<file path="config.mk">
export PLATFORM = sky130hd
export DESIGN_NAME = rsnn_spike_readout_flat
export DESIGN_NICKNAME = d
export VERILOG_FILES = /design/src/rtl/rsnn_readout_pkg.sv /design/src/rtl/rsnn_spike_readout_if.sv /design/src/rtl/rsnn_sat_counter.sv /design/src/rtl/rsnn_spike_readout.sv /design/src/flat_wrapper.sv
export SDC_FILE = /design/constraint.sdc
export NUM_CORES = 1
export LEC_CHECK = 0
export ABC_AREA = 1
export BUFFER_PORTS_ARGS = -buffer_cell sky130_fd_sc_hd__buf_2
export CORE_UTILIZATION = 55
export CTS_BUF_LIST = sky130_fd_sc_hd__clkbuf_8
export DETAILED_ROUTE_END_ITERATION = 8
export GPL_TIMING_DRIVEN = 0
export HOLD_SLACK_MARGIN = 0.15
export PLACE_DENSITY = 0.75
export SYNTH_ARGS = -nofsm -noshare
export SYNTH_HDL_FRONTEND = slang
export SYNTH_HIERARCHICAL = 1
export SYNTH_SLANG_ARGS = --single-unit
</file>
<file path="constraint.sdc">
create_clock -name clk -period 2.1 [get_ports clk]
set_input_delay 0.105 -clock clk [delete_from_list [all_inputs] [get_ports clk]]
set_output_delay 0.105 -clock clk [all_outputs]
set_load 0.02 [all_outputs]
</file>
<file path="src/rtl/rsnn_readout_pkg.sv">
// Shared types, default widths and saturation helper for the RSNN spike readout.
package rsnn_readout_pkg;

  typedef enum logic [0:0] {
    ST_ACCUM = 1'b0,
    ST_DRAIN = 1'b1
  } readout_state_e;

  localparam int DEF_NUM_NEURONS = 3;
  localparam int DEF_CNT_W       = 4;
  localparam int DEF_WIN_W       = 4;
  localparam int DEF_IDX_W       = 2;

  function automatic logic [31:0] sat_max(input int w);
    return (32'd1 << w) - 32'd1;
  endfunction

endpackage

</file>
<file path="src/rtl/rsnn_spike_readout_if.sv">
// Readout stream: one neuron count per valid/ready transfer.
interface rsnn_spike_readout_if
  import rsnn_readout_pkg::*;
#(
  parameter int CNT_W = DEF_CNT_W,
  parameter int IDX_W = DEF_IDX_W
);

  logic [CNT_W-1:0] out_count;
  logic [IDX_W-1:0] out_idx;
  logic             out_valid;
  logic             out_ready;

  modport master (output out_count, output out_idx, output out_valid, input out_ready);
  modport slave  (input out_count, input out_idx, input out_valid, output out_ready);

endinterface

</file>
<file path="src/rtl/rsnn_sat_counter.sv">
// Saturating spike counter; snap is the pre-clear count plus this cycle's increment.
module rsnn_sat_counter
  import rsnn_readout_pkg::*;
#(
  parameter int CNT_W = DEF_CNT_W
) (
  input  logic             clk,
  input  logic             rst_n,
  input  logic             inc,
  input  logic             clr,
  output logic [CNT_W-1:0] snap
);

  localparam logic [CNT_W-1:0] MAX_CNT = CNT_W'(sat_max(CNT_W));

  logic [CNT_W-1:0] count_p0;

  function automatic logic [CNT_W-1:0] sat_inc(input logic [CNT_W-1:0] c, input logic i);
    return (i && (c != MAX_CNT)) ? c + 1'b1 : c;
  endfunction

  assign snap = sat_inc(count_p0, inc);

  always_ff @(posedge clk or negedge rst_n) begin
    if (!rst_n)   count_p0 <= '0;
    else if (clr) count_p0 <= '0;
    else          count_p0 <= snap;
  end

endmodule

</file>
<file path="src/rtl/rsnn_spike_readout.sv">
// Windowed per-neuron spike counting with shadow snapshot streamed over valid/ready.
// Optional argmax winner register enabled by defining RSNN_READOUT_ARGMAX_EN.
module rsnn_spike_readout
  import rsnn_readout_pkg::*;
#(
  parameter int NUM_NEURONS = DEF_NUM_NEURONS,
  parameter int CNT_W       = DEF_CNT_W,
  parameter int WIN_W       = DEF_WIN_W,
  parameter int IDX_W       = DEF_IDX_W
) (
  input  logic                   clk,
  input  logic                   rst_n,
  input  logic                   enable,
  input  logic [NUM_NEURONS-1:0] spikes_in,
  input  logic                   spikes_valid,
  input  logic [WIN_W-1:0]       window_len,
  rsnn_spike_readout_if.master   out_if,
  output logic                   window_done,
  output logic                   overrun,
  output logic [IDX_W-1:0]       winner_idx
);

  localparam logic [0:0]       ACCUM    = ST_ACCUM;
  localparam logic [0:0]       DRAIN    = ST_DRAIN;
  localparam logic [IDX_W-1:0] LAST_IDX = IDX_W'(NUM_NEURONS - 1);

  logic [0:0]       state;
  logic [WIN_W-1:0] step_p0;
  logic [WIN_W-1:0] win_len_q;
  logic [WIN_W-1:0] eff_len;
  logic [WIN_W-1:0] last_step;
  logic             accept;
  logic             win_end;
  logic             snap_take;

  logic [CNT_W-1:0] snap_p0   [NUM_NEURONS];
  logic [CNT_W-1:0] shadow_p1 [NUM_NEURONS];
  logic [IDX_W-1:0] out_idx_p1;
  logic [CNT_W-1:0] out_count_p1;
  logic             vld_p1;

  assign accept    = enable & spikes_valid;
  // At step 0 the incoming window_len applies directly, so a 1-step window ends immediately.
  assign eff_len   = (step_p0 == '0) ? window_len : win_len_q;
  // Wraps to all-ones when eff_len is 0, giving the 2^WIN_W-step window.
  assign last_step = eff_len - 1'b1;
  assign win_end   = accept && (step_p0 == last_step);
  assign snap_take = win_end && (state == ACCUM);

  // ---- stage p0: live accumulation ----
  for (genvar i = 0; i < NUM_NEURONS; i++) begin : g_cnt
    rsnn_sat_counter #(.CNT_W(CNT_W)) u_cnt (
      .clk   (clk),
      .rst_n (rst_n),
      .inc   (accept & spikes_in[i]),
      .clr   (win_end),
      .snap  (snap_p0[i])
    );
  end

  always_ff @(posedge clk or negedge rst_n) begin
    if (!rst_n) begin
      step_p0   <= '0;
      win_len_q <= '0;
    end else begin
      if (step_p0 == '0) win_len_q <= window_len;
      if (accept)        step_p0   <= win_end ? '0 : step_p0 + 1'b1;
    end
  end

  // ---- stage p1: shadow snapshot and drain ----
  always_ff @(posedge clk or negedge rst_n) begin
    if (!rst_n) begin
      for (int i = 0; i < NUM_NEURONS; i++) shadow_p1[i] <= '0;
    end else if (snap_take) begin
      for (int i = 0; i < NUM_NEURONS; i++) shadow_p1[i] <= snap_p0[i];
    end
  end

  always_ff @(posedge clk or negedge rst_n) begin
    if (!rst_n) begin
      state       <= ACCUM;
      vld_p1      <= 1'b0;
      out_idx_p1  <= '0;
      window_done <= 1'b0;
      overrun     <= 1'b0;
    end else begin
      window_done <= snap_take;
      if (win_end && (state == DRAIN)) overrun <= 1'b1;
      case (state)
        ACCUM: begin
          if (snap_take) begin
            state      <= DRAIN;
            vld_p1     <= 1'b1;
            out_idx_p1 <= '0;
          end
        end
        DRAIN: begin
          if (vld_p1 && out_if.out_ready) begin
            if (out_idx_p1 == LAST_IDX) begin
              state      <= ACCUM;
              vld_p1     <= 1'b0;
              out_idx_p1 <= '0;
            end else begin
              out_idx_p1 <= out_idx_p1 + 1'b1;
            end
          end
        end
        default: state <= ACCUM;
      endcase
    end
  end

  always_comb begin
    out_count_p1 = '0;
    if (vld_p1) begin
      for (int i = 0; i < NUM_NEURONS; i++) begin
        if (out_idx_p1 == IDX_W'(i)) out_count_p1 = shadow_p1[i];
      end
    end
  end

  assign out_if.out_count = out_count_p1;
  assign out_if.out_idx   = out_idx_p1;
  assign out_if.out_valid = vld_p1;

`ifdef RSNN_READOUT_ARGMAX_EN
  logic [IDX_W-1:0] best_idx;
  logic [CNT_W-1:0] best_cnt;

  // Strict greater-than keeps the lowest index on ties and yields 0 for all-zero counts.
  always_comb begin
    best_idx = '0;
    best_cnt = snap_p0[0];
    for (int i = 1; i < NUM_NEURONS; i++) begin
      if (snap_p0[i] > best_cnt) begin
        best_cnt = snap_p0[i];
        best_idx = IDX_W'(i);
      end
    end
  end

  always_ff @(posedge clk or negedge rst_n) begin
    if (!rst_n)         winner_idx <= '0;
    else if (snap_take) winner_idx <= best_idx;
  end
`else
  assign winner_idx = '0;
`endif

endmodule

</file>
<file path="src/flat_wrapper.sv">
// flat-port wrapper written by rule: the top's interface ports become plain ports
module rsnn_spike_readout_flat import rsnn_readout_pkg::*;
#(
  parameter int NUM_NEURONS = DEF_NUM_NEURONS,
  parameter int CNT_W       = DEF_CNT_W,
  parameter int WIN_W       = DEF_WIN_W,
  parameter int IDX_W       = DEF_IDX_W
)
  (clk, rst_n, enable, spikes_in, spikes_valid, window_len, window_done, overrun, winner_idx, out_if_out_count, out_if_out_idx, out_if_out_valid, out_if_out_ready);
  rsnn_spike_readout_if #(.CNT_W(CNT_W), .IDX_W(IDX_W)) out_if_i ();
  input  logic clk;
  input  logic rst_n;
  input  logic enable;
  input  logic [NUM_NEURONS-1:0] spikes_in;
  input  logic spikes_valid;
  input  logic [WIN_W-1:0] window_len;
  output logic window_done;
  output logic overrun;
  output logic [IDX_W-1:0] winner_idx;
  output wire logic [$bits(out_if_i.out_count)-1:0] out_if_out_count;
  output wire logic [$bits(out_if_i.out_idx)-1:0] out_if_out_idx;
  output wire logic [$bits(out_if_i.out_valid)-1:0] out_if_out_valid;
  input wire logic [$bits(out_if_i.out_ready)-1:0] out_if_out_ready;
  assign out_if_out_count = out_if_i.out_count;
  assign out_if_out_idx = out_if_i.out_idx;
  assign out_if_out_valid = out_if_i.out_valid;
  assign out_if_i.out_ready = out_if_out_ready;
  rsnn_spike_readout #(.NUM_NEURONS(NUM_NEURONS), .CNT_W(CNT_W), .WIN_W(WIN_W), .IDX_W(IDX_W)) u_core (.clk(clk), .rst_n(rst_n), .enable(enable), .spikes_in(spikes_in), .spikes_valid(spikes_valid), .window_len(window_len), .out_if(out_if_i), .window_done(window_done), .overrun(overrun), .winner_idx(winner_idx));
endmodule
</file>
# Word level (Yosys, flattened, before mapping)

Index checks and enable logic that the tools add are counted.

Flip-flop bits (word level): 38
Output and inout bits: 11
Bits in latches: 0
Bits in read-only memories: 0
Memories: 0
Logic and storage cells: 68
RAM bits: 0

Divide/modulo/power cells: 0
Shift operators: 0
Order comparisons: 0
Mux-type cells: 24
Bitwise operators: 5
Add/subtract/negate cells: 6
Reductions and logical operators: 11
Equal/unequal tests: 9
$mul: 0

Operator list:

| cell                  | count |
|---|---|
| $mux W4               | 12 |
| $add A4 B1 Y4 const B | 4 |
| $ne A4 B4 Y1 const B  | 3 |
| $logic_and A1 B1 Y1   | 7 |
| $mux W1               | 6 |
| $mux W2               | 3 |
| $and A1 B1 Y1         | 4 |
| $eq A4 B4 Y1          | 1 |
| $logic_not A4 Y1      | 1 |
| $ne A2 B2 Y1 const B  | 2 |
| $pmux W1 S2           | 2 |
| $pmux W2 S2           | 1 |
| $sub A4 B1 Y4 const B | 1 |
| $reduce_and A3 Y1     | 1 |
| $add A2 B1 Y2 const B | 1 |
| $eq A2 B1 Y1 const B  | 1 |
| $eq A2 B2 Y1 const B  | 1 |
| $logic_not A2 Y1      | 1 |
| $ne A2 B1 Y1 const B  | 1 |
| $reduce_and A2 Y1     | 1 |
| $not A1 Y1            | 1 |

# Logic depth before layout (Yosys ltp)

Gate-level depths: netlist of run 1.

Word-level depth: 8
Depth in mapped cells: 16

# By module

Netlist of run 1, hierarchy kept.

Modules (own cells, without submodules):

| module             | times used | cells an instance | area an instance (µm²) |
|---|---|---|---|
| rsnn_spike_readout | 1          | 188               | 1427.6 |
| rsnn_sat_counter   | 3          | 31                | 230.2 |

# Worst setup path before layout of run 1

No wires, ideal clock.

Path kind: flip-flop to flip-flop
From: reg u_core.step_p0[0]
To: reg u_core.g_cnt[0].u_cnt.count_p0[0]
Period minus slack after synthesis: 2304 ps
Data required time: 1966 ps
Arrival time: 2170 ps
Stages on the path, launching flop included: 14
Setup time: 134 ps
Path slack: -204 ps
Cell sequence: dfrtp_1 -> inv_1 -> ha_1 -> nand2_4 -> nand2_1 -> nand2_2 -> ha_1 -> xnor2_1 -> nor2_1 -> nand3_2 -> nor2_4 -> nand2_1 -> inv_1 -> nor2_1

Longest elaborated chain between the ends: 6

Ends and longest elaborated chain:

| element                  | RTL line                 | text |
|---|---|---|
| start: declaration       | rsnn_spike_readout.sv:28 | `logic [WIN_W-1:0] step_p0;` |
| start signal: assignment | rsnn_spike_readout.sv:67 | `if (accept) step_p0 <= win_end ? '0 : step_p0 + 1'b1;` |
| $logic_not A4 Y1         | rsnn_spike_readout.sv:44 | `assign eff_len = (step_p0 == '0) ? window_len : win_len_q;` |
| $mux W4                  | --                       |  |
| $sub A4 B1 Y4            | rsnn_spike_readout.sv:46 | `assign last_step = eff_len - 1'b1;` |
| $eq A4 B4 Y1 (*)         | rsnn_spike_readout.sv:47 | `assign win_end = accept && (step_p0 == last_step);` |
| $logic_and A1 B1 Y1 (*)  | rsnn_spike_readout.sv:47 |  |
| net u_core.win_end       | rsnn_spike_readout.sv:33 | `logic win_end;` |
| $mux W4 (*)              | rsnn_sat_counter.sv:26   | `else if (clr) count_p0 <= '0;` |
| end signal: assignment   | rsnn_sat_counter.sv:27   | `else count_p0 <= snap;` |
| end: declaration         | rsnn_sat_counter.sv:16   | `logic [CNT_W-1:0] count_p0;` |

The timed path passes the listed nets; every way through them passes the cells marked *.
A chain may end at the register's enable or synchronous reset.

# Worst setup path in the final report of run 1

From: reg u_core.step_p0[0]
To: reg u_core/shadow_p1[4] (netlist bit)

Longest elaborated chain between the ends: 6

Ends and longest elaborated chain:

| element                 | RTL line                 | text |
|---|---|---|
| $logic_not A4 Y1        | rsnn_spike_readout.sv:44 |  |
| $mux W4                 | --                       |  |
| $sub A4 B1 Y4           | rsnn_spike_readout.sv:46 |  |
| $eq A4 B4 Y1 (*)        | rsnn_spike_readout.sv:47 |  |
| $logic_and A1 B1 Y1 (*) | rsnn_spike_readout.sv:47 |  |
| $logic_and A1 B1 Y1 (*) | rsnn_spike_readout.sv:48 | `assign snap_take = win_end && (state == ACCUM);` |
| end: declaration        | rsnn_spike_readout.sv:37 | `logic [CNT_W-1:0] shadow_p1 [NUM_NEURONS];` |

Every way passes the cells marked *; elsewhere a longest branch is shown, timed or not.

==> reports/qor_table.md, run 1 <==
| Quantity | This run | Unit |
|:---|:---|:---|
| Pwr/cell area | 1460 | nW/um^2 |
| Worst Path Class, Setup | register to register | - |
| Starting density of the core | 57.4 | % |
| Peak clock frequency supported by timing | 0.462 | GHz |
| Maximum resistive drop on vdd | 0.000842 | V |
| Clock Tree Buf Depth | 2 | - |
| Overall die height | 64.1 | um |
| Setup repair after global routing missed its margin | true | - |
| Required time of the critical path | 2.34 | ns |
| Number of fill cells in the layout | 297 | - |
| Violated checks | setup timing | - |
| Sequential area share after synthesis | 44.9 | % |
| Clock-pin slew on the worst setup and hold paths | 0.08 | ns |
| Via count of the first global-routing pass | 1723 | - |
| Endpoint class of the critical path | register | - |
| Part of the total power dissipated in sequential elements | 33.7 | % |
| Overflow left after global routing | 0 | - |
| Ant diodes | 0 | - |
| Final worst setup slack | -0.0665 | ns |
| Post-detailed-route wirelength per cell | 11.6 | um |
| Layout cells sized above 1 | 30.5 | % |
| Num ports | 23 | - |
| Cell type group with the largest total delay on the critical path | simple AND/OR/NAND/NOR gates | - |
| Number of distinct library cells after synthesis | 27 | - |
| Final Util | 73.1 | % |
| Simple-gate portion of the synthesized area | 35.6 | % |
| Final ANT Viol Nets | 0 | - |
| TritonCTS buffer count | 5 | - |
| Cells along the critical path | inv_2, ha_4, nand2_4, nand2_2, nand2_2, ha_4, xnor2_1, nor2_1, nand3_2, nor2_4, nand3_4, clkinv_4, clkbuf_16, nand2_1, nand2_1 | - |
| CTS root buffer | sky130_fd_sc_hd__clkbuf_8 | - |
| Initial DRC Count | 76 | - |
| Post-detailed-routing wire length | 4400 | um |
| Global placement routability congestion | 0.903 | - |
| Count of input and output buffers | 20 | - |
| Final Hold Viols | 0 | - |
| Clock sink count | 38 | - |
| Crit path largest cell delay | 0.40 | ns |
| Synth Cell Area | 2120 | um^2 |
| Largest family of logic cells by synthesized area | simple AND/OR/NAND/NOR gates | - |
| Max-slew headroom | 45.4 | % |
| Time the worst path needs with I/O delays and setup | 2.17 | ns |
| Die width | 64.1 | um |
| Int Power | 2270 | uW |
| Placement row count | 22 | - |
| Clock power frac | 15.6 | % |
| Worst setup skew after layout | 0.00760 | ns |
| Fraction of the mapped netlist area in adder cells | 3.54 | % |
| Outcome | finished, violations left | - |
| CP max stage cell | sky130_fd_sc_hd__dfrtp_1 | - |
| First drt pass iteration count | 4 | - |
| Type of element launching the critical path | register | - |
| Global-route usage over all layers | 23.8 | % |
| Wire length of the first global-routing pass | 7360 | um |
| CTS tree | done | - |
| Via count normalized by instance count | 4.92 | - |
| Logic pwr share | 50.8 | % |
| Die outline area | 4100 | um^2 |
| Final period utilization | 103 | % |
| Total power | 3940 | uW |
| Xor and xnor area share after synthesis | 2.48 | % |
| Via count | 1866 | - |
| Multiplexer fraction of the synthesized cell area | 0 | % |
| Avg Cell Area, Syn | 7.54 | um^2 |
| Slew of the pin with the lowest slew margin | 0.819 | ns |
| Arrival @ worst endpoint | 2.40 | ns |
| Layout Area Growth over Synthesis | 27.3 | % |
| Number of flip-flops and latches in the synthesized netlist | 38 | - |
| Pin count of the biggest net entering global routing | 39 | - |
| Net load switching power | 1670 | uW |
| Warnings from Yosys | 6 | - |
| NumNets Final | 348 | - |
| Class of the most critical hold timing path | primary input to register | - |
| Max FO, Critical Path | 8 | - |
| Maximum level of the CTS H-tree | 2 | - |
| DRC violations left | 0 | - |
| Total leakage power | 0.00150 | uW |
| Post-detail-place hpwl | 2820 | um |
| Max-cap violations | 0 | - |
| Finish-stage setup viols | 14 | - |
| Slack of the worst reg-to-reg path | -0.07 | ns |
| Latest clock arrival within the worst-skew pair | 0.30 | ns |
| Buffers plus inverters on the worst setup path | 3 | - |
| Initial antenna violation count | 0 | - |
| Post-synthesis instance total | 281 | - |
| Area fraction in compound gates after synthesis | 3.13 | % |
| Switching Share | 42.4 | % |
| Area of the core | 3690 | um^2 |
| Final Max Slew Viols | 0 | - |
==> stage by stage <==
stage / std cells / setup WS, ns / hold WS [ns] / cell area, um^2 / setup TNS [ns]
2_1_floorplan: 282 / 0.0206 / -0.191 / 2130 / 0
3_3_place_gp: 350 / -0.229 / 0.256 / 2290 / -4.64
3_5_place_dp: 350 / -0.329 / 0.255 / 2290 / -6.62
4_1_cts: 374 / -0.0515 / 0.158 / 2590 / -0.534
5_1_grt: 379 / -0.173 / 0.195 / 2700 / -2.81
6_report: 379 / -0.0665 / 0.174 / 2700 / -0.646
==> power groups by stage <==
stage               registers [uW]  logic, uW  clock network (uW)
global route                  1370       2250                 656
finish                        1330       2000                 614
CTS                           1310       1820                 626
detailed placement            1330       1570                   0
global placement              1320       1520                   0
floorplan                     1320       1220                   0
==> layout by cell type (no fill, tap or decap), types with 2 or more instances in the layout <==
cell and instances:
sky130_fd_sc_hd__nand2_1 79, sky130_fd_sc_hd__inv_1 44, sky130_fd_sc_hd__dfrtp_1 37, sky130_fd_sc_hd__nand2_2 24, sky130_fd_sc_hd__nand3_1 22, sky130_fd_sc_hd__buf_2 20, sky130_fd_sc_hd__nor2_1 17, sky130_fd_sc_hd__buf_4 17
sky130_fd_sc_hd__o21ai_0 8, sky130_fd_sc_hd__nor2_2 8, sky130_fd_sc_hd__clkbuf_8 5, sky130_fd_sc_hd__xor2_1 4, sky130_fd_sc_hd__ha_1 4, sky130_fd_sc_hd__buf_6 3, sky130_fd_sc_hd__nand4_1 3, sky130_fd_sc_hd__clkinv_2 2
sky130_fd_sc_hd__dlygate4sd3_1 2, sky130_fd_sc_hd__nor2_4 2, sky130_fd_sc_hd__nand2_4 2, sky130_fd_sc_hd__nand3b_1 2, sky130_fd_sc_hd__inv_2 2, sky130_fd_sc_hd__nand3_2 2, sky130_fd_sc_hd__nor3_1 2, sky130_fd_sc_hd__a21oi_2 2
sky130_fd_sc_hd__ha_4 2, sky130_fd_sc_hd__conb_1 2
==> layer usage <==
metal,up-vias,routed length [um],GRT usage [%]
met2,40,2240,39.9
met1,864,1900,28.5
met4,0,110,12.5
met3,13,156,5.18
li1,949,-,-
met5,-,0,0
==> worst paths after layout <==
kind	start	endpoint	cells after the start
setup / recovery	u_core/step_p0[0]	u_core/shadow_p1[4]	15
hold / removal	window_len[3]	u_core/win_len_q[3]	4
setup reg to reg	u_core/step_p0[0]	u_core/shadow_p1[4]	15
hold reg to reg	u_core/overrun	u_core/overrun	1
max in group asynchronous	rst_n	u_core/step_p0[2]	2
min in group asynchronous	rst_n	u_core/g_cnt[1].u_cnt/count_p0[3]	2
==> final cells by class <==
class	count	area, um^2	area share (%)
well taps	48	60.1	2.23
flip-flops and latches	38	952	35.3
repair inverters	1	7.51	0.278
clock inverters	3	40.0	1.48
inverters	48	188	6.96
plain buffers	4	41.3	1.53
multi-input cells	192	1060	39.3
clock buffers	5	68.8	2.55
repair buffers	40	280	10.4
==> sequential cells by signal, summed over array words and instances, names as in the netlist <==
register / flops
u_core/win_len_q: 4
u_core/overrun: 1
u_core/state: 1
u_core/shadow_p1: 12
u_core/step_p0: 4
u_core/out_if.out_idx: 2
u_core/window_done: 1
u_core/g_cnt.u_cnt/count_p0: 12
u_core/out_if.out_valid: 1
==> what timing repair did <==
action                                 in CTS  in global routing
pin swaps                                  10                 11
endpoints found under the hold margin      39                  0
setup endpoints to repair                  34                 32
resized for setup                          20                 13
buffers inserted                           12                  4
gates cloned                                2                  1
hold buffers                                2                  0
==> worst min-delay path, stage by stage <==
cell and delay [ns]:
sky130_fd_sc_hd__buf_2 0.08, sky130_fd_sc_hd__inv_1 0.03, sky130_fd_sc_hd__nand3_1 0.08, sky130_fd_sc_hd__and2_1 0.14
==> logic make-up after synthesis <==
kind of cell	count (synthesis)
buffers and inverters	52
adders and majority gates	6
AOI/OAI and AO/OA	12
xor gates and xnor gates	6
other	1
and+or+nand+nor	166
DFF	38
==> cells in the mapped netlist <==
| library cell | n | area share (%) |
|---|---|---|
| sky130_fd_sc_hd__nor3_1 | 2 | 0.47 |
| sky130_fd_sc_hd__conb_1 | 1 | 0.18 |
| sky130_fd_sc_hd__nor2_2 | 6 | 1.8 |
| sky130_fd_sc_hd__buf_4 | 3 | 1.1 |
| sky130_fd_sc_hd__xor2_1 | 4 | 1.7 |
| sky130_fd_sc_hd__nand3b_1 | 2 | 0.71 |
| sky130_fd_sc_hd__buf_6 | 1 | 0.53 |
| sky130_fd_sc_hd__nand2_2 | 9 | 2.7 |
| sky130_fd_sc_hd__a21oi_2 | 1 | 0.41 |
| sky130_fd_sc_hd__nor2_4 | 2 | 1.1 |
| sky130_fd_sc_hd__nand3_2 | 1 | 0.47 |
| sky130_fd_sc_hd__nand3_4 | 1 | 0.83 |
| sky130_fd_sc_hd__and2_1 | 1 | 0.30 |
| sky130_fd_sc_hd__nor2_1 | 19 | 3.4 |
| sky130_fd_sc_hd__xnor2_1 | 2 | 0.83 |
| sky130_fd_sc_hd__clkinv_2 | 1 | 0.24 |
| sky130_fd_sc_hd__o21bai_1 | 1 | 0.35 |
| sky130_fd_sc_hd__nand4_1 | 3 | 0.89 |
| sky130_fd_sc_hd__o21ai_0 | 8 | 1.9 |
| sky130_fd_sc_hd__a21oi_1 | 2 | 0.47 |
| sky130_fd_sc_hd__nand2_1 | 95 | 17 |
| sky130_fd_sc_hd__ha_1 | 6 | 3.5 |
| sky130_fd_sc_hd__nand3_1 | 23 | 5.4 |
| sky130_fd_sc_hd__or2_2 | 1 | 0.30 |
| sky130_fd_sc_hd__inv_1 | 47 | 8.3 |
| sky130_fd_sc_hd__dfrtp_1 | 38 | 45 |
| sky130_fd_sc_hd__nand2_4 | 1 | 0.53 |
Power figures use the tool's default switching activity.
==> inputs of run 2 (changes only) <==
--- a/config.mk
+++ b/config.mk
@@ -5,7 +5,7 @@
 export SDC_FILE = /design/constraint.sdc
 export NUM_CORES = 1
 export LEC_CHECK = 0
-export ABC_AREA = 1
+export ABC_AREA = 0
 export BUFFER_PORTS_ARGS = -buffer_cell sky130_fd_sc_hd__buf_2
 export CORE_UTILIZATION = 55
 export CTS_BUF_LIST = sky130_fd_sc_hd__clkbuf_8
==> reports/qor_table.md, run 2 <==
| Quantity | This run | Unit | Change |
|:---|:---|:---|:---|
| Outcome | finished, violations left | - | unchanged |
| Violated checks | setup timing | - | unchanged |
| Final Hold Viols | 0 | - | unchanged |
| Switching Share | 38.8 | % | was 42.4% |
| Worst hold slack | 0.182 | ns | was 0.174 ns |
| Number of fill cells in the layout | 240 | - | was 297 |
| Max-cap violations | 0 | - | unchanged |
| Time the worst path needs with I/O delays and setup | 2.73 | ns | was 2.17 ns |
| Crit path largest cell delay | 0.41 | ns | was 0.40 ns |
| Finish-stage setup viols | 34 | - | was 14 |
| Total power | 3800 | uW | was 3940 uW |
| GR peak layer | met2 | - | unchanged |
| Clock power frac | 13.0 | % | was 15.6% |
| Non-filler instance count after layout | 290 | - | was 379 |
| Net load switching power | 1480 | uW | was 1670 uW |
| Sequential area share after synthesis | 44.8 | % | was 44.9% |
| Pin count of the biggest net entering global routing | 39 | - | unchanged |
| Maximum level of the CTS H-tree | 2 | - | unchanged |
| Global routing met2 resource utilization | 50.7 | % | was 39.9% |
| Number of flip-flops and latches in the synthesized netlist | 38 | - | unchanged |
| Ant diodes | 0 | - | unchanged |
| Worst setup skew after layout | 0.00930 | ns | was 0.00760 ns |
| Number of cells on the worst reg-to-reg path | 12 | - | was 15 |
| Placement row count | 22 | - | unchanged |
| Max-slew headroom | 41.6 | % | was 45.4% |
| Type of element launching the critical path | register | - | unchanged |
| Required time of the critical path | 2.27 | ns | was 2.34 ns |
| Library cell with the largest summed area after synthesis | sky130_fd_sc_hd__dfrtp_1 | - | unchanged |
| Layout cells sized above 1 | 40.5 | % | was 30.5% |
| Max FO, Critical Path | 5 | - | was 8 |
| Worst Path Class, Setup | register to register | - | unchanged |
| Final ANT Viol Nets | 0 | - | unchanged |
| Total leakage power | 0.00134 | uW | was 0.00150 uW |
| NumNets Final | 261 | - | was 348 |
| Warnings from Yosys | 6 | - | unchanged |
| Endpoint class of the critical path | register | - | unchanged |
| Class of the most critical hold timing path | primary input to register | - | unchanged |
| Initial DRC Count | 143 | - | was 76 |
| Int Power | 2330 | uW | was 2270 uW |
| Global-route usage over all layers | 28.4 | % | was 23.8% |
| Global placement routability congestion | 0.770 | - | was 0.903 |
| CP dominant cell by count | sky130_fd_sc_hd__ha_4 | - |  |
| Via count normalized by instance count | 5.83 | - | was 4.92 |
| Part of the total power dissipated in sequential elements | 35.0 | % | was 33.7% |
| Final standard cell area without fillers | 2740 | um^2 | was 2700 um^2 |
| Top cells by count, synth | sky130_fd_sc_hd__dfrtp_1 (38), sky130_fd_sc_hd__nor2_1 (15), sky130_fd_sc_hd__nor2b_1 (13) | - | was sky130_fd_sc_hd__nand2_1 (95), sky130_fd_sc_hd__inv_1 (47), sky130_fd_sc_hd__dfrtp_1 (38) |
| Registers with the most flip-flops | u_core/g_cnt.u_cnt/count_p0: 12 flops, u_core/shadow_p1: 12 flops | - | unchanged |
| Commonest cells after routing, fill and taps aside | sky130_fd_sc_hd__dfrtp_1 (37), sky130_fd_sc_hd__buf_2 (20), sky130_fd_sc_hd__nor2_1 (14), sky130_fd_sc_hd__buf_4 (13) | - | was sky130_fd_sc_hd__nand2_1 (79), sky130_fd_sc_hd__inv_1 (44), sky130_fd_sc_hd__dfrtp_1 (37), sky130_fd_sc_hd__nand2_2 (24), sky130_fd_sc_hd__nand3_1 (22) |
| Cells along the critical path | inv_2, ha_4, nor3b_4, buf_6, mux2i_4, ha_4, xor2_1, nand3_1, and4b_2, clkbuf_16, nor2_1, mux2_2 | - | was inv_2, ha_4, nand2_4, nand2_2, nand2_2, ha_4, xnor2_1, nor2_1, nand3_2, nor2_4, nand3_4, clkinv_4, clkbuf_16, nand2_1, nand2_1 |
| Met1 usage in global routing | 32.5 | % | was 28.5% |
| Via count | 1690 | - | was 1866 |
| CP max stage cell | sky130_fd_sc_hd__dfrtp_1 | - | unchanged |
| Post-synthesis instance total | 190 | - | was 281 |
| Most common cell after layout, fill and taps aside | sky130_fd_sc_hd__dfrtp_1 | - | was sky130_fd_sc_hd__nand2_1 |
| Count leader, synth | sky130_fd_sc_hd__dfrtp_1 | - | was sky130_fd_sc_hd__nand2_1 |
| Post-detailed-route wirelength per cell | 17.7 | um | was 11.6 um |
| Logic pwr share | 52.0 | % | was 50.8% |
| Hold depth | 3 | - | was 4 |
| Peak clock frequency supported by timing | 0.366 | GHz | was 0.462 GHz |
| Met3 GRT Util | 7.68 | % | was 5.18% |
| Clock sink count | 38 | - | unchanged |
| Arrival @ worst endpoint | 2.90 | ns | was 2.40 ns |
| Via count of the first global-routing pass | 1857 | - | was 1723 |
| Die width | 64.1 | um | about the same |
| Post-detail-place hpwl | 2940 | um | was 2820 um |
| Slack of the worst reg-to-reg path | -0.63 | ns | was -0.07 ns |
| Area of the core | 3690 | um^2 | unchanged |
| Placed instance area | 2300 | um^2 | was 2290 um^2 |
| TritonCTS buffer count | 5 | - | unchanged |
| Starting density of the core | 57.5 | % | was 57.4% |
| Clock Tree Buf Depth | 2 | - | unchanged |
| Synth Cell Area | 2120 | um^2 | about the same |
| Leading register cell type out of synthesis | sky130_fd_sc_hd__dfrtp_1 | - | unchanged |
| Clock-pin slew on the worst setup and hold paths | 0.08 | ns | about the same |
| Overflow left after global routing | 0 | - | unchanged |
| Final worst setup slack | -0.632 | ns | was -0.0665 ns |
| DRC violations left | 0 | - | unchanged |
| Fraction of synthesis flops using an asynchronous set or reset pin | 100 | % | unchanged |
| Area share of the largest cell type after synthesis | 44.8 | % | was 44.9% |
| Maximum resistive drop on vdd | 0.000739 | V | was 0.000842 V |
| Placed Cells incl. Taps | 259 | - | was 350 |
| Avg Cell Area, Syn | 11.2 | um^2 | was 7.54 um^2 |
| Overall die height | 64.1 | um | about the same |
| Number of synthesized flops with an enable pin | 0 | - | unchanged |
| Initial antenna violation count | 0 | - | unchanged |
| Final period utilization | 130 | % | was 103% |
| Wire length of the first global-routing pass | 8670 | um | was 7360 um |
| First drt pass iteration count | 4 | - | unchanged |
| Number of distinct library cells after synthesis | 37 | - | was 27 |
| Post-detailed-routing wire length | 5150 | um | was 4400 um |
| Final Max Slew Viols | 0 | - | unchanged |
| Num ports | 23 | - | unchanged |
| Slew of the pin with the lowest slew margin | 0.876 | ns | was 0.819 ns |
| Latest clock arrival within the worst-skew pair | 0.28 | ns | was 0.30 ns |
| Cell types with the largest area share after synthesis | sky130_fd_sc_hd__dfrtp_1 (45%), sky130_fd_sc_hd__mux2_4 (6.4%), sky130_fd_sc_hd__mux2_2 (5.8%), sky130_fd_sc_hd__nor2b_1 (3.8%), sky130_fd_sc_hd__ha_1 (3.5%) | - | was sky130_fd_sc_hd__dfrtp_1 (45%), sky130_fd_sc_hd__nand2_1 (17%), sky130_fd_sc_hd__inv_1 (8.3%), sky130_fd_sc_hd__nand3_1 (5.4%), sky130_fd_sc_hd__ha_1 (3.5%) |
| CTS root buffer | sky130_fd_sc_hd__clkbuf_8 | - | unchanged |
| Die outline area | 4110 | um^2 | was 4100 um^2 |
| Layout Area Growth over Synthesis | 29.4 | % | was 27.3% |
| Count of input and output buffers | 20 | - | unchanged |
| Setup repair after global routing missed its margin | true | - | unchanged |
| Pwr/cell area | 1390 | nW/um^2 | was 1460 nW/um^2 |
| CTS tree | done | - | unchanged |
run 2: path summary, 6_finish.rpt:
kind,startpoint,endpoint
setup / recovery,u_core/step_p0[1],u_core/g_cnt[1].u_cnt/count_p0[0]
hold / removal,enable,u_core/step_p0[1]
min in group asynchronous,rst_n,u_core/win_len_q[3]
hold reg to reg,u_core/overrun,u_core/overrun
setup reg to reg,u_core/step_p0[1],u_core/g_cnt[1].u_cnt/count_p0[0]
max in group asynchronous,rst_n,u_core/step_p0[0]
run 2: critical path, delay by kind of cell, from the launching register on:
family | cells | cell delay (ns)
adder cells (fa/ha/maj) | 2 | 0.36
multiplexers | 2 | 0.51
AND/OR/NAND/NOR | 4 | 0.80
flip-flops | 1 | 0.41
XOR/XNOR | 1 | 0.13
buffers and inverters | 3 | 0.40
run 2: layer usage:
layer	share of wire [%]	wire length [um]	vias up
met1	40	2080	827
met4	3.3	169	0
met5	0	0	-
met2	52	2660	69
met3	4.7	240	23
li1	-	-	771
run 2: area by class of cell:
cell class                 count  area (um^2)  share of cell area (%)
sequential                    38          952                    34.7
clock buffer                   6         82.6                    3.01
timing repair buffer          45          363                    13.2
inverter                       6         27.5                    1.00
buffer                         6         62.6                    2.28
tap                           48         60.1                    2.19
multi-input combinational    141         1200                    43.6
run 2: logic make-up after synthesis:
group / after synthesis / synth area share [%]
XOR/XNOR: 9 / 4.07
multiplexers: 27 / 15.5
buffers and inverters: 12 / 2.89
other: 1 / 0.177
AND/OR/NAND/NOR: 72 / 21.1
AO/OA/AOI/OAI: 25 / 7.91
flip-flops: 38 / 44.8
adder cells (fa/ha/maj): 6 / 3.54
run 2: power groups by stage:
stage / Sequential, uW / Clock, uW / Combinational (uW)
floorplan: 1300 / 0 / 1170
global placement: 1300 / 0 / 1440
detailed placement: 1340 / 0 / 1510
CTS: 1310 / 497 / 1890
global route: 1360 / 538 / 2130
finish: 1330 / 495 / 1980
run 2: stage by stage:
stage / util [%] / setup TNS (ns) / setup slack (ns)
after detailed placement: 62.4 / -26.99 / -0.981
after floorplan: - / -17.39 / -0.667
after global placement: 62.4 / -24.63 / -0.892
final: 74.4 / -18.56 / -0.632
after global routing: 74.4 / -22.40 / -0.746
after CTS: 73.9 / -17.28 / -0.590
run 2: repair_timing:
item / in CTS / in global routing
gates cloned: 3 / 0
pin swaps: 5 / 1
setup buffers: 15 / 1
endpoints found under the setup margin: 34 / 35
hold buffers: 6 / 0
resized for setup: 25 / 4
endpoints found under the hold margin: 43 / 0
